--- config.mk ---
export PLATFORM = sky130hd
export DESIGN_NAME = unsigned_clz_divider_flat
export DESIGN_NICKNAME = d
export VERILOG_FILES = /design/src/rtl/unsigned_clz_divider_pkg.sv /design/src/rtl/unsigned_clz_divider_if.sv /design/src/rtl/unsigned_clz_divider_div_step.sv /design/src/rtl/unsigned_clz_divider.sv /design/src/flat_wrapper.sv
export SDC_FILE = /design/constraint.sdc
export NUM_CORES = 1
export LEC_CHECK = 0
export CAP_MARGIN = 5
export CORE_UTILIZATION = 44
export CTS_CLUSTER_DIAMETER = 60
export DETAILED_ROUTE_END_ITERATION = 16
export PLACE_DENSITY = 0.8
export REMOVE_ABC_BUFFERS = 1
export SETUP_SLACK_MARGIN = 0.5
export SLEW_MARGIN = 40
export SYNTH_ARGS = -nofsm -noshare
export SYNTH_HDL_FRONTEND = slang
export SYNTH_HIERARCHICAL = 1
export SYNTH_SLANG_ARGS = --single-unit
export TNS_END_PERCENT = 30
--- constraint.sdc ---
create_clock -name clk -period 2.8 [get_ports clk]
set_clock_uncertainty 0.1 [all_clocks]
set_input_delay 0.56 -clock clk [delete_from_list [all_inputs] [get_ports clk]]
set_output_delay 0.56 -clock clk [all_outputs]
set_load 0.05 [all_outputs]
--- src/rtl/unsigned_clz_divider_pkg.sv ---
// Shared types and constants for the CLZ-bounded unsigned restoring divider.
// Optional build macro: DIV_RADIX4_EN (two subtract steps per RUN cycle).
package unsigned_clz_divider_pkg;

  localparam int DIV_DATA_WIDTH = 32;
  localparam int DIV_CNT_W      = $clog2(DIV_DATA_WIDTH);

  typedef enum logic {
    IDLE = 1'b0,
    RUN  = 1'b1
  } div_state_t;

endpackage

--- src/rtl/unsigned_clz_divider_if.sv ---
// Requester <-> divider bundle: operands with leading-zero counts in,
// quotient/remainder with a one-cycle done pulse out.
interface unsigned_clz_divider_if #(
  parameter int DATA_WIDTH = 32
);
  localparam int CW = $clog2(DATA_WIDTH);

  logic                  start;
  logic [DATA_WIDTH-1:0] dividend;
  logic [CW-1:0]         dividend_CLZ;
  logic [DATA_WIDTH-1:0] divisor;
  logic [CW-1:0]         divisor_CLZ;
  logic                  divisor_is_zero;
  logic [DATA_WIDTH-1:0] quotient;
  logic [DATA_WIDTH-1:0] remainder;
  logic                  done;

  modport master (
    output start, dividend, dividend_CLZ, divisor, divisor_CLZ, divisor_is_zero,
    input  quotient, remainder, done
  );

  modport slave (
    input  start, dividend, dividend_CLZ, divisor, divisor_CLZ, divisor_is_zero,
    output quotient, remainder, done
  );
endinterface

--- src/rtl/unsigned_clz_divider_div_step.sv ---
// One restoring-division step: subtract the aligned divisor when it fits.
module div_step #(
  parameter int DATA_WIDTH = 32
) (
  input  logic [DATA_WIDTH-1:0] rem_i,
  input  logic [DATA_WIDTH-1:0] sdiv_i,
  output logic [DATA_WIDTH-1:0] rem_o,
  output logic                  q_o
);
  logic [DATA_WIDTH:0] diff;

  // One extra bit holds the borrow out of the subtraction.
  always_comb begin
    diff  = {1'b0, rem_i} - {1'b0, sdiv_i};
    q_o   = ~diff[DATA_WIDTH];
    rem_o = diff[DATA_WIDTH] ? rem_i : diff[DATA_WIDTH-1:0];
  end
endmodule

--- src/rtl/unsigned_clz_divider.sv ---
// Iterative unsigned restoring divider. Leading-zero counts align the divisor
// under the dividend's MSB so only shift+1 quotient bits are iterated.
// Optional build macro: DIV_RADIX4_EN retires two quotient bits per cycle.
module unsigned_clz_divider
  import unsigned_clz_divider_pkg::*;
#(
  parameter int DATA_WIDTH = DIV_DATA_WIDTH
) (
  input  logic                   clk,
  input  logic                   rst_n,
  unsigned_clz_divider_if.slave  bus
);
  localparam int CW = $clog2(DATA_WIDTH);

  div_state_t            state_q, state_d;
  logic [CW-1:0]         cnt_q, cnt_d;
  logic [DATA_WIDTH-1:0] rem_q, rem_d;
  logic [DATA_WIDTH-1:0] sdiv_q, sdiv_d;
  logic [DATA_WIDTH-1:0] quot_q, quot_d;
  logic                  done_q, done_d;
  logic [CW-1:0]         shift;
  logic [DATA_WIDTH-1:0] rem1;
  logic                  bit1;

  // Only used on the non-trivial path, where divisor_CLZ >= dividend_CLZ.
  assign shift = bus.divisor_CLZ - bus.dividend_CLZ;

  div_step #(.DATA_WIDTH(DATA_WIDTH)) u_step1 (
    .rem_i (rem_q),
    .sdiv_i(sdiv_q),
    .rem_o (rem1),
    .q_o   (bit1)
  );

`ifdef DIV_RADIX4_EN
  logic                  odd_q, odd_d;
  logic [DATA_WIDTH-1:0] sdiv_half;
  logic [DATA_WIDTH-1:0] rem2;
  logic                  bit2;
  logic                  single_step;

  assign sdiv_half   = sdiv_q >> 1;
  // Last cycle of an even shift retires just one bit.
  assign single_step = (cnt_q == '0) && !odd_q;

  div_step #(.DATA_WIDTH(DATA_WIDTH)) u_step2 (
    .rem_i (rem1),
    .sdiv_i(sdiv_half),
    .rem_o (rem2),
    .q_o   (bit2)
  );
`endif

  // Next-state logic: start always wins and restarts; otherwise iterate in RUN.
  always_comb begin
    // NOTE: every always_comb output gets a default first so no latch is inferred.
    state_d = state_q;
    cnt_d   = cnt_q;
    rem_d   = rem_q;
    sdiv_d  = sdiv_q;
    quot_d  = quot_q;
    done_d  = 1'b0;
`ifdef DIV_RADIX4_EN
    odd_d   = odd_q;
`endif
    if (bus.start) begin
      rem_d = bus.dividend;
      if (bus.divisor_is_zero) begin
        quot_d  = '1;
        done_d  = 1'b1;
        state_d = IDLE;
      end else if (bus.divisor_CLZ < bus.dividend_CLZ) begin
        quot_d  = '0;
        done_d  = 1'b1;
        state_d = IDLE;
      end else begin
        sdiv_d  = bus.divisor << shift;
        quot_d  = '0;
        state_d = RUN;
`ifdef DIV_RADIX4_EN
        cnt_d   = shift >> 1;
        odd_d   = shift[0];
`else
        cnt_d   = shift;
`endif
      end
    end else if (state_q == RUN) begin
`ifdef DIV_RADIX4_EN
      if (single_step) begin
        rem_d  = rem1;
        quot_d = {quot_q[DATA_WIDTH-2:0], bit1};
        sdiv_d = sdiv_q >> 1;
      end else begin
        rem_d  = rem2;
        quot_d = {quot_q[DATA_WIDTH-3:0], bit1, bit2};
        sdiv_d = sdiv_q >> 2;
      end
`else
      rem_d  = rem1;
      quot_d = {quot_q[DATA_WIDTH-2:0], bit1};
      sdiv_d = sdiv_q >> 1;
`endif
      if (cnt_q == '0) begin
        state_d = IDLE;
        done_d  = 1'b1;
      end else begin
        cnt_d = cnt_q - 1'b1;
      end
    end
  end

  // State and result registers, cleared asynchronously.
  always_ff @(posedge clk or negedge rst_n) begin
    if (!rst_n) begin
      state_q <= IDLE;
      cnt_q   <= '0;
      rem_q   <= '0;
      sdiv_q  <= '0;
      quot_q  <= '0;
      done_q  <= 1'b0;
`ifdef DIV_RADIX4_EN
      odd_q   <= 1'b0;
`endif
    end else begin
      // NOTE: non-blocking assignments so every flop samples pre-edge values.
      state_q <= state_d;
      cnt_q   <= cnt_d;
      rem_q   <= rem_d;
      sdiv_q  <= sdiv_d;
      quot_q  <= quot_d;
      done_q  <= done_d;
`ifdef DIV_RADIX4_EN
      odd_q   <= odd_d;
`endif
    end
  end

  assign bus.quotient  = quot_q;
  assign bus.remainder = rem_q;
  assign bus.done      = done_q;
endmodule
--- src/flat_wrapper.sv ---
// flat-port wrapper written by rule: the top's interface ports become plain ports
module unsigned_clz_divider_flat import unsigned_clz_divider_pkg::*;
#(
  parameter int DATA_WIDTH = DIV_DATA_WIDTH
)
  (clk, rst_n, bus_start, bus_dividend, bus_dividend_CLZ, bus_divisor, bus_divisor_CLZ, bus_divisor_is_zero, bus_quotient, bus_remainder, bus_done);
  unsigned_clz_divider_if #(.DATA_WIDTH(DATA_WIDTH)) bus_i ();
  input  logic clk;
  input  logic rst_n;
  input wire logic [$bits(bus_i.start)-1:0] bus_start;
  input wire logic [$bits(bus_i.dividend)-1:0] bus_dividend;
  input wire logic [$bits(bus_i.dividend_CLZ)-1:0] bus_dividend_CLZ;
  input wire logic [$bits(bus_i.divisor)-1:0] bus_divisor;
  input wire logic [$bits(bus_i.divisor_CLZ)-1:0] bus_divisor_CLZ;
  input wire logic [$bits(bus_i.divisor_is_zero)-1:0] bus_divisor_is_zero;
  output wire logic [$bits(bus_i.quotient)-1:0] bus_quotient;
  output wire logic [$bits(bus_i.remainder)-1:0] bus_remainder;
  output wire logic [$bits(bus_i.done)-1:0] bus_done;
  assign bus_i.start = bus_start;
  assign bus_i.dividend = bus_dividend;
  assign bus_i.dividend_CLZ = bus_dividend_CLZ;
  assign bus_i.divisor = bus_divisor;
  assign bus_i.divisor_CLZ = bus_divisor_CLZ;
  assign bus_i.divisor_is_zero = bus_divisor_is_zero;
  assign bus_quotient = bus_i.quotient;
  assign bus_remainder = bus_i.remainder;
  assign bus_done = bus_i.done;
  unsigned_clz_divider #(.DATA_WIDTH(DATA_WIDTH)) u_core (.clk(clk), .rst_n(rst_n), .bus(bus_i));
endmodule
==> impl.org, run 1 <==
** Layout
- In the layout the commonest cells are 195 x buf_4, 104 x clkdlybuf4s50_1, 102 x dfrtp_1.
- Post-Route Utilization :: 0.6804
- At the end of the flow, the number of nets in the layout was about 1400.
- The layout has 1389 filler cells.
- The library cell used most frequently in the layout, excluding fill and tap cells, is buf_4.
- In the final layout, the share of cells above drive strength 1 is 0.3096.
- Post-synthesis to final-layout area growth :: 49.99%
- After routing the design area is ~13000 sq um.
- # diodes :: 0

** Clock tree
- Clock network latency to the later pin of the worst-skew pair :: roughly 0.36 ns
- For this design, the CTS-stage hold fixing added 0 buffers.
- Counting along the longest clock path gives a buffer depth of 2.
- The tree is rooted in a clkbuf_16.
- After clock tree synthesis, the clock-pin slew on the worst setup and hold paths is 0.08 ns.
- The clock tree synthesis step divided the H-tree into 3 levels.
- Clock tree sinks :: 103
- Counting the buffers created by CTS gives 9.
- TritonCTS built the clock tree.

** Status
- The run finished, with violations left.
- The final reports fail on setup timing.

** Synthesis
- Summing every instance area after synthesis gives 8571 sq um.
- Per-instance average area after synthesis :: between 8 and 9 sq um
- Synthesis inferred roughly 100 register bits.
- Yosys printed 6 warnings.
- Top post-synthesis cells by area :: dfrtp_1 30%, mux2i_1 13%, mux4_2 8.7%
- Synthesized instance count :: about 950
- After synthesis, the netlist uses 74 different library cells.
- In the synthesized netlist the dominant register cell turns out to be dfrtp_1.
- Fraction of the yosys area taken by sequential cells :: 0.3007
- The share of synthesized area in the top cell type comes to 0.3007.
- Synth area leader :: dfrtp_1
- Number of enable flip-flop cells after synthesis :: 0
- Async set-or-reset flop fraction in the synthesized netlist :: 1.000

** Critical path
- CP cell instances :: inv_1 -> ha_2 -> fa_2 -> nor2b_4 -> o31ai_2 -> buf_4 -> a211oi_4 -> nor2_4 -> a31oi_4 -> a311oi_4 -> buf_6 -> clkinv_8 -> buf_8 -> nor2_4 -> a21oi_2 -> mux2i_1 -> o21ai_1
- Largest incremental delay on the critical path :: 0.40 ns
- The number of buffers and inverters on the critical path is 5.
- Cell seen most often among critical-path stages :: nor2_4
- Reg-to-reg setup timing slack :: -0.36 ns
- Kind of critical path :: reg -> reg
- Grouping stages by cell kind, the critical path spends the most delay in compound AO/OA/AOI/OAI gates.
- Crit-path slowest cell :: dfrtp_1
- Along the worst path, the maximum fanout reaches 6.
- The worst setup path is captured at a flop.
- The worst setup path is launched from a flop.
- Endpoint arrival time on the critical path :: ~3.3 ns
- For the worst setup path, the data required time is ~3 ns.

** Floorplan
- Area of the die :: 20040 sq um
- In this run the standard cell core region covers between 15000 and 20000 sq um.
- Initial core utilization :: 0.4536
- Die Y :: approximately 140 um
- Row generation in the floorplan step produced 50 rows.
- around 140 I/O pins were placed.
- Die outline width :: 141.6 um

** GRT
- The first global-routing pass estimated around 43000 um of wire.
- Across every metal layer, demand over resource in global routing totals 0.2713.
- GRT Residual Overflow :: 0
- The number of global-route vias before repair came to approximately 8400.
- Initial antenna violation count :: 0
- Maximum number of pins on one net before global-route repair :: 66

** Placed design
- HPWL after detailed placement :: between 15000 and 20000 um
- Final weighted congestion of routability-driven global placement :: around 0.96
- Placed Area :: approximately 12000 sq um
- Port buffering added 142 buffers.

** Detailed routing
- After detailed routing, the average wire length per cell comes to ~18 um.
- Post-detailed-route count of antenna-violating nets :: 0
- Top sig layer :: met4
- Total Routed Length :: roughly 28000 um
- Before antenna repair, the detailed router went through 6 iterations.
- Vias after detailed routing :: 8867
- Summed over all nets, wire length on met2 after detailed routing comes to 13410 um.
- M1 WL :: about 12000 um
- For this run, design rule violations remaining after detail routing come to 0.
- In the routed layout, each cell is associated on average with a via count of approximately 5.8.
- The detailed router finished its first iteration with ~950 violations.
- Sum of met3 wire segment lengths after detailed routing :: 1860 um

** Timing
- Setup violations remaining at the end of the flow were counted as 41.
- In the finished design, the share of the clock period the worst path needs comes to 1.129.
- At the pin with the least slew margin, the transition time is roughly 0.84 ns.
- Based on the critical path, the design can be clocked at up to 316.4 MHz.
- Final worst-path setup slack :: -0.3606 ns
- Min Tclk post-route :: 3.161 ns
- The max-slew violation count came to 0.
- Worst slew slack as a fraction of its limit :: 0.4415
- Unrepaired setup endpoints after global routing :: true
- Count of final hold-check violations :: 0

** Flow run
- Max-cap violation count :: 0

** Min path
- Hold Path Class :: in -> async

** Pwr
- Maximum resistive drop on vdd :: around 0.40 mV
- Static Leakage :: between 0.005 and 0.006 uW
- Cell area power density :: ~920 nW/um^2
[registers in the layout (all words and copies together) (netlist names)]
register and cells:
u_core/cnt_q 5, u_core/bus.done 1, u_core/state_q 1, u_core/bus.remainder 32, u_core/sdiv_q 32, u_core/bus.quotient 32
[cells in the mapped netlist, drive strengths merged, types with 3 or more instances]
master and count:
inv 54, o21ai 75, mux4 37, dfrtp 103, o21a 7, a21o 8, o21bai 3, o2111ai 4
a22oi 10, xnor2 13, a21oi 105, nor2 74, xor2 16, nand2b 4, o211ai 4, nor3 10
nand4 3, nor2b 10, nand2 101, clkbuf 31, mux2i 108, and2 4, and3 4, o31ai 5
a31oi 19, a32oi 4, or3 6, ha 38, buf 34, a211oi 5, a221oi 4, nand3 15
[cell type report]
type	instances	area (sq um)	area share
tap	260	325.3	0.02531
clock buffer	10	239.0	0.01859
multi-input combinational	732	6012	0.4677
clock inverter	6	63.81	0.004964
inverter	54	217.7	0.01694
sequential	103	2581	0.2008
timing repair buffer	373	3408	0.2651
timing repair inverter	1	7.507	0.0005840
[path summary, 6_finish.rpt]
check                      cells past startpoint               startpoint                      end
max                                           17  u_core/bus.remainder[0]  u_core/bus.remainder[7]
min                                            1                    rst_n  u_core/bus.remainder[0]
max reg2reg                                   17  u_core/bus.remainder[0]  u_core/bus.remainder[7]
min reg2reg                                    1          u_core/cnt_q[4]          u_core/bus.done
max in group asynchronous                      2                    rst_n  u_core/bus.quotient[29]
min in group clk                               1          u_core/cnt_q[4]          u_core/bus.done
[worst reg2reg max path, cell delays in order (launching register included)]
cell and delay, ns:
dfrtp_1 0.40, inv_1 0.08, ha_2 0.19, fa_2 0.24, nor2b_4 0.05, o31ai_2 0.19
buf_4 0.18, a211oi_4 0.07, nor2_4 0.15, a31oi_4 0.13, a311oi_4 0.31, buf_6 0.19
clkinv_8 0.10, buf_8 0.17, nor2_4 0.08, a21oi_2 0.05, mux2i_1 0.24, o21ai_1 0.13
[repair_timing]
action / 4_1_cts / 5_1_grt
setup buffers: 14 / 6
endpoints found under the setup margin: 98 / 77
cloned: 3 / 1
pin swaps: 56 / 28
gates resized for setup: 171 / 76
[power by group]
group	switching [uW]	internal [uW]	leakage [uW]
Sequential	307	1860	0.00120
Combinational	4410	3940	0.00431
Clock	648	654	0.000146
[routing by layer]
metal | track usage | vias to the layer above
li1 | - | 4116
met1 | 0.3650 | 4211
met2 | 0.4415 | 463
met3 | 0.03476 | 77
met4 | 0.1132 | 0
met5 | 0 | -
[per-stage QoR]
step / setup WS (ns) / setup TNS [ns] / hold slack, ns / power, uW / cells
2_1_floorplan: -2.813 / -109.84 / 0.1644 / 6381 / 889
3_3_place_gp: -0.8402 / -35.87 / 0.3991 / 9059 / 1499
3_5_place_dp: -0.9153 / -38.73 / 0.4083 / 9212 / 1499
4_1_cts: -0.3007 / -8.755 / 0.1352 / 11080 / 1532
5_1_grt: -0.4420 / -12.03 / 0.1545 / 12490 / 1539
6_report: -0.3606 / -7.259 / 0.1226 / 11810 / 1539
[cells by family (layout without fill, tap and decap cells)]
| kind of cell | count (synthesis) | in the layout | share of synthesized area |
|---|---|---|---|
| AND/OR/NAND/NOR | 241 | 241 | 0.1229 |
| adder cells (fa/ha/maj) | 40 | 40 | 0.06015 |
| flip-flops | 103 | 103 | 0.3007 |
| buffers and inverters | 119 | 444 | 0.06058 |
| AO/OA/AOI/OAI | 275 | 275 | 0.1969 |
| XOR/XNOR | 29 | 29 | 0.03051 |
| multiplexers | 147 | 147 | 0.2282 |
Note: power is estimated with default switching activity, not from simulation.
==> run 2, diff against run 1 <==
--- a/config.mk
+++ b/config.mk
@@ -9,6 +9,7 @@
 export CORE_UTILIZATION = 44
 export CTS_CLUSTER_DIAMETER = 60
 export DETAILED_ROUTE_END_ITERATION = 16
+export MAX_ROUTING_LAYER = met4
 export PLACE_DENSITY = 0.8
 export REMOVE_ABC_BUFFERS = 1
 export SETUP_SLACK_MARGIN = 0.5
==> impl.org, run 2 (same netlist as run 1, synthesis figures left out) <==
** Critical path
- CP Launch Type :: flop (unchanged)
- The required time of the critical path came to 2.94 ns (was 2.93 ns).
- CP cell instances :: inv_1 -> ha_2 -> fa_2 -> nor2b_4 -> o31ai_2 -> buf_4 -> a211oi_4 -> nor2_4 -> a31oi_4 -> a311oi_4 -> buf_6 -> buf_12 -> and2_1 -> a31o_1 -> mux2i_1 -> o21ai_1 (was inv_1 -> ha_2 -> fa_2 -> nor2b_4 -> o31ai_2 -> buf_4 -> a211oi_4 -> nor2_4 -> a31oi_4 -> a311oi_4 -> buf_6 -> clkinv_8 -> buf_8 -> nor2_4 -> a21oi_2 -> mux2i_1 -> o21ai_1)
- The worst stage delay on the critical path was 0.37 ns (was 0.40 ns).
- The launch point of the critical path was u_core/bus.remainder[0] (unchanged).
- Worst flop-to-flop path startpoint :: u_core/bus.remainder[0] (unchanged)
- The cell type of the slowest stage on the worst timing path is fa_2 (was dfrtp_1).
- Critical Path End Type :: flop (unchanged)
- Endpoint arrival time on the critical path :: 3.15 ns (was 3.29 ns)
- The highest net fanout along the worst path is 9 (was 6).
- Kind of critical path :: reg -> reg (unchanged)

** Pwr
- Overall power after layout :: 12440 uW (was 11810 uW)
- The static leakage power was 0.005778 uW (was 0.005661 uW).
- Relative contribution of sequential cells to total power :: 0.176 (was 0.183)
- The ratio of total power to cell area is 945.6 nW/um^2 (was 919.1 nW/um^2).
- The worst-case vdd ir drop came to 0.4683 mV (was 0.4034 mV).
- The fraction of power consumed by the clock network was 0.104 (was 0.110).
- Cell internal pwr :: 6825 uW (was 6448 uW)
- Switching Share :: 0.4515 (was 0.4542)
- The net switching power of the design was 5619 uW (was 5367 uW).
- Comb pwr share :: 0.720 (was 0.707)

** Layout
- The number of nets in the layout is 1401 (was 1392).
- The footprint of the flip-flops and latches was 2581 sq um (unchanged).
- Combined area of the multi-input logic cells :: 6140 sq um (was 6012 sq um)
- Post-synthesis to final-layout area growth :: 53.55% (was 49.99%)
- Commonest non-fill, non-tap cell in the layout :: buf_4 (unchanged)
- Commonest non-fill, non-tap cells in the layout :: 200 x buf_4, 103 x mux2i_1, 102 x clkdlybuf4s50_1, 102 x dfrtp_1, 87 x nand2_1 (was 195 x buf_4, 104 x clkdlybuf4s50_1, 102 x dfrtp_1)
- The total inserted antenna cells came to 0 (unchanged).
- Fraction of layout instances using a drive strength above 1 :: 0.3284 (was 0.3096)
- Number of fill cells in the layout :: 1420 (was 1389)

** Floorplan
- Total core area :: 18890 sq um (unchanged)
- The width of the die came to 141.6 um (unchanged).
- Cell row count :: 50 (unchanged)
- The initial cell density of the core was 0.4536 (unchanged).
- IO Pins :: 143 (unchanged)
- Area of the die :: 20040 sq um (unchanged)
- The die boundary height is 141.6 um (unchanged).

** Placed design
- The number of buffer cells added on primary ports is 142 (unchanged).
- Final weighted congestion of routability-driven global placement :: 0.9815 (was 0.9552)
- HPWL after detailed placement :: 20030 um (was 19780 um)

** Timing
- The maximum achievable frequency came to 331.6 MHz (was 316.4 MHz).
- Count of final hold-check violations :: 0 (unchanged)
- The transition time at the pin with the least slew margin is 0.8107 ns (was 0.8377 ns).
- Min Tclk post-route :: 3.016 ns (was 3.161 ns)
- Worst slew slack as a fraction of its limit :: 0.4596 (was 0.4415)
- The slack of the critical path is -0.2155 ns (was -0.3606 ns).
- Number of slew-limit violations in the final report :: 0 (unchanged)
- Unrepaired setup endpoints after global routing :: true (unchanged)
- The worst hold slack after final layout was 0.07825 ns (was 0.1226 ns).
- Post-route fraction of the period consumed by the critical path :: 1.077 (was 1.129)
- Setup violations, final :: 49 (was 41)

** Clock tree
- The number of buffers inserted during clock tree synthesis was 9 (unchanged).
- Clock edge transition at the registers on the reported setup and hold paths :: 0.08 ns (about the same)
- Number of buffers on the longest clock path :: 2 (unchanged)
- TritonCTS clock tree :: yes (unchanged)
- H-tree depth reported by CTS :: 3 (unchanged)
- Clock network latency to the later pin of the worst-skew pair :: 0.36 ns (about the same)
- Number of hold-repair buffers added at the cts stage :: 0 (unchanged)
- The count of clock tree sinks is 103 (unchanged).
- The clock tree root driver cell was clkbuf_16 (unchanged).

** GRT
- GRT Residual Overflow :: 0 (unchanged)
- The first-pass GRT wire length came to 44460 um (was 43050 um).
- The global-route usage over all layers came to 0.2912 (was 0.2713).
- Initial antenna violation count :: 0 (unchanged)
- Number of global-route vias before repair :: 8689 (was 8438)
- Maximum number of pins on one net before global-route repair :: 66 (unchanged)

** Detailed routing
- Vias after detailed routing :: 8942 (was 8867)
- The final wirelength came to 28380 um (was 27910 um).
- DRC :: 0 (unchanged)
- The post-detailed-route count of antenna-violating nets came to 0 (unchanged).
- The number of DRC markers after the initial detailed-route iteration was 825 (was 949).
- Routed len/inst :: 18.33 um (was 18.14 um)
- The number of iterations in the first detailed-routing pass was 5 (was 6).
- The via density per instance came to 5.776 (was 5.762).

** Flow run
- Max-cap violation count :: 0 (unchanged)

** Status
- Status: finished with violations (unchanged).
- Failing checks :: setup timing (unchanged)

** Min path
- The classification of the worst-slack hold path was in -> async (unchanged).
==> run 2: layer usage <==
metal  track usage  wire (um)
met1        0.3634      11720
met2        0.4791      13920
met3       0.03375       1665
met4        0.1245       1073
met5             -          0
==> run 2: per-stage QoR <==
step,std cells,setup slack [ns],instance area (sq um),TNS [ns],utilization
final,1548,-0.2155,13160,-6.027,0.6966
after global routing,1548,-0.3449,13160,-11.62,0.6966
after detailed placement,1497,-1.051,11680,-43.43,0.6183
after CTS,1538,-0.2056,12770,-5.747,0.6757
after global placement,1497,-0.9754,11680,-39.59,0.6181
after floorplan,889,-2.813,8254,-109.84,-
==> run 2: worst max-delay path, delay by kind of cell, from the launching register on <==
| kind | cells | cell delay [ns] |
|---|---|---|
| AOI/OAI and AO/OA | 6 | 0.85 |
| adders and majority gates | 2 | 0.56 |
| buffers and inverters | 4 | 0.50 |
| and+or+nand+nor | 3 | 0.38 |
| DFF | 1 | 0.36 |
| muxes | 1 | 0.12 |
==> run 2: final cells by class <==
| cell class | instances | share of cell area |
|---|---|---|
| repair buffers | 382 | 0.2718 |
| multi-input cells | 732 | 0.4665 |
| well taps | 260 | 0.02472 |
| repair inverters | 1 | 0.0005705 |
| flip-flops and latches | 103 | 0.1961 |
| clock inverters | 7 | 0.006560 |
| inverters | 54 | 0.01654 |
| clock buffers | 9 | 0.01711 |
==> run 2: power by group through the flow <==
stage                     combinational [uW]  sequential, uW  clock (uW)
final                                   8960            2190        1300
after global routing                    9520            2230        1370
after CTS                               8040            2170        1330
after detailed placement                7130            2190           0
after global placement                  6990            2170           0
after floorplan                         3640            2740           0
==> run 2: path summary, 6_finish.rpt <==
kind | slack [ns] | endpoint | depth (start not counted)
setup / recovery | -0.22 | u_core/bus.remainder[27] | 16
hold / removal | 0.08 | u_core/bus.remainder[0] | 1
setup reg to reg | -0.22 | u_core/bus.remainder[27] | 16
hold reg to reg | 0.45 | u_core/sdiv_q[30] | 2
max in group asynchronous | 1.71 | u_core/bus.quotient[26] | 2
min in group clk | 0.45 | u_core/sdiv_q[30] | 2
==> run 2: repair_timing <==
| item | in CTS | in global routing |
|---|---|---|
| gates resized for setup | 189 | 83 |
| setup buffers | 20 | 8 |
| setup endpoints to repair | 95 | 77 |
| cloned | 5 | 2 |
| pin swaps | 52 | 46 |
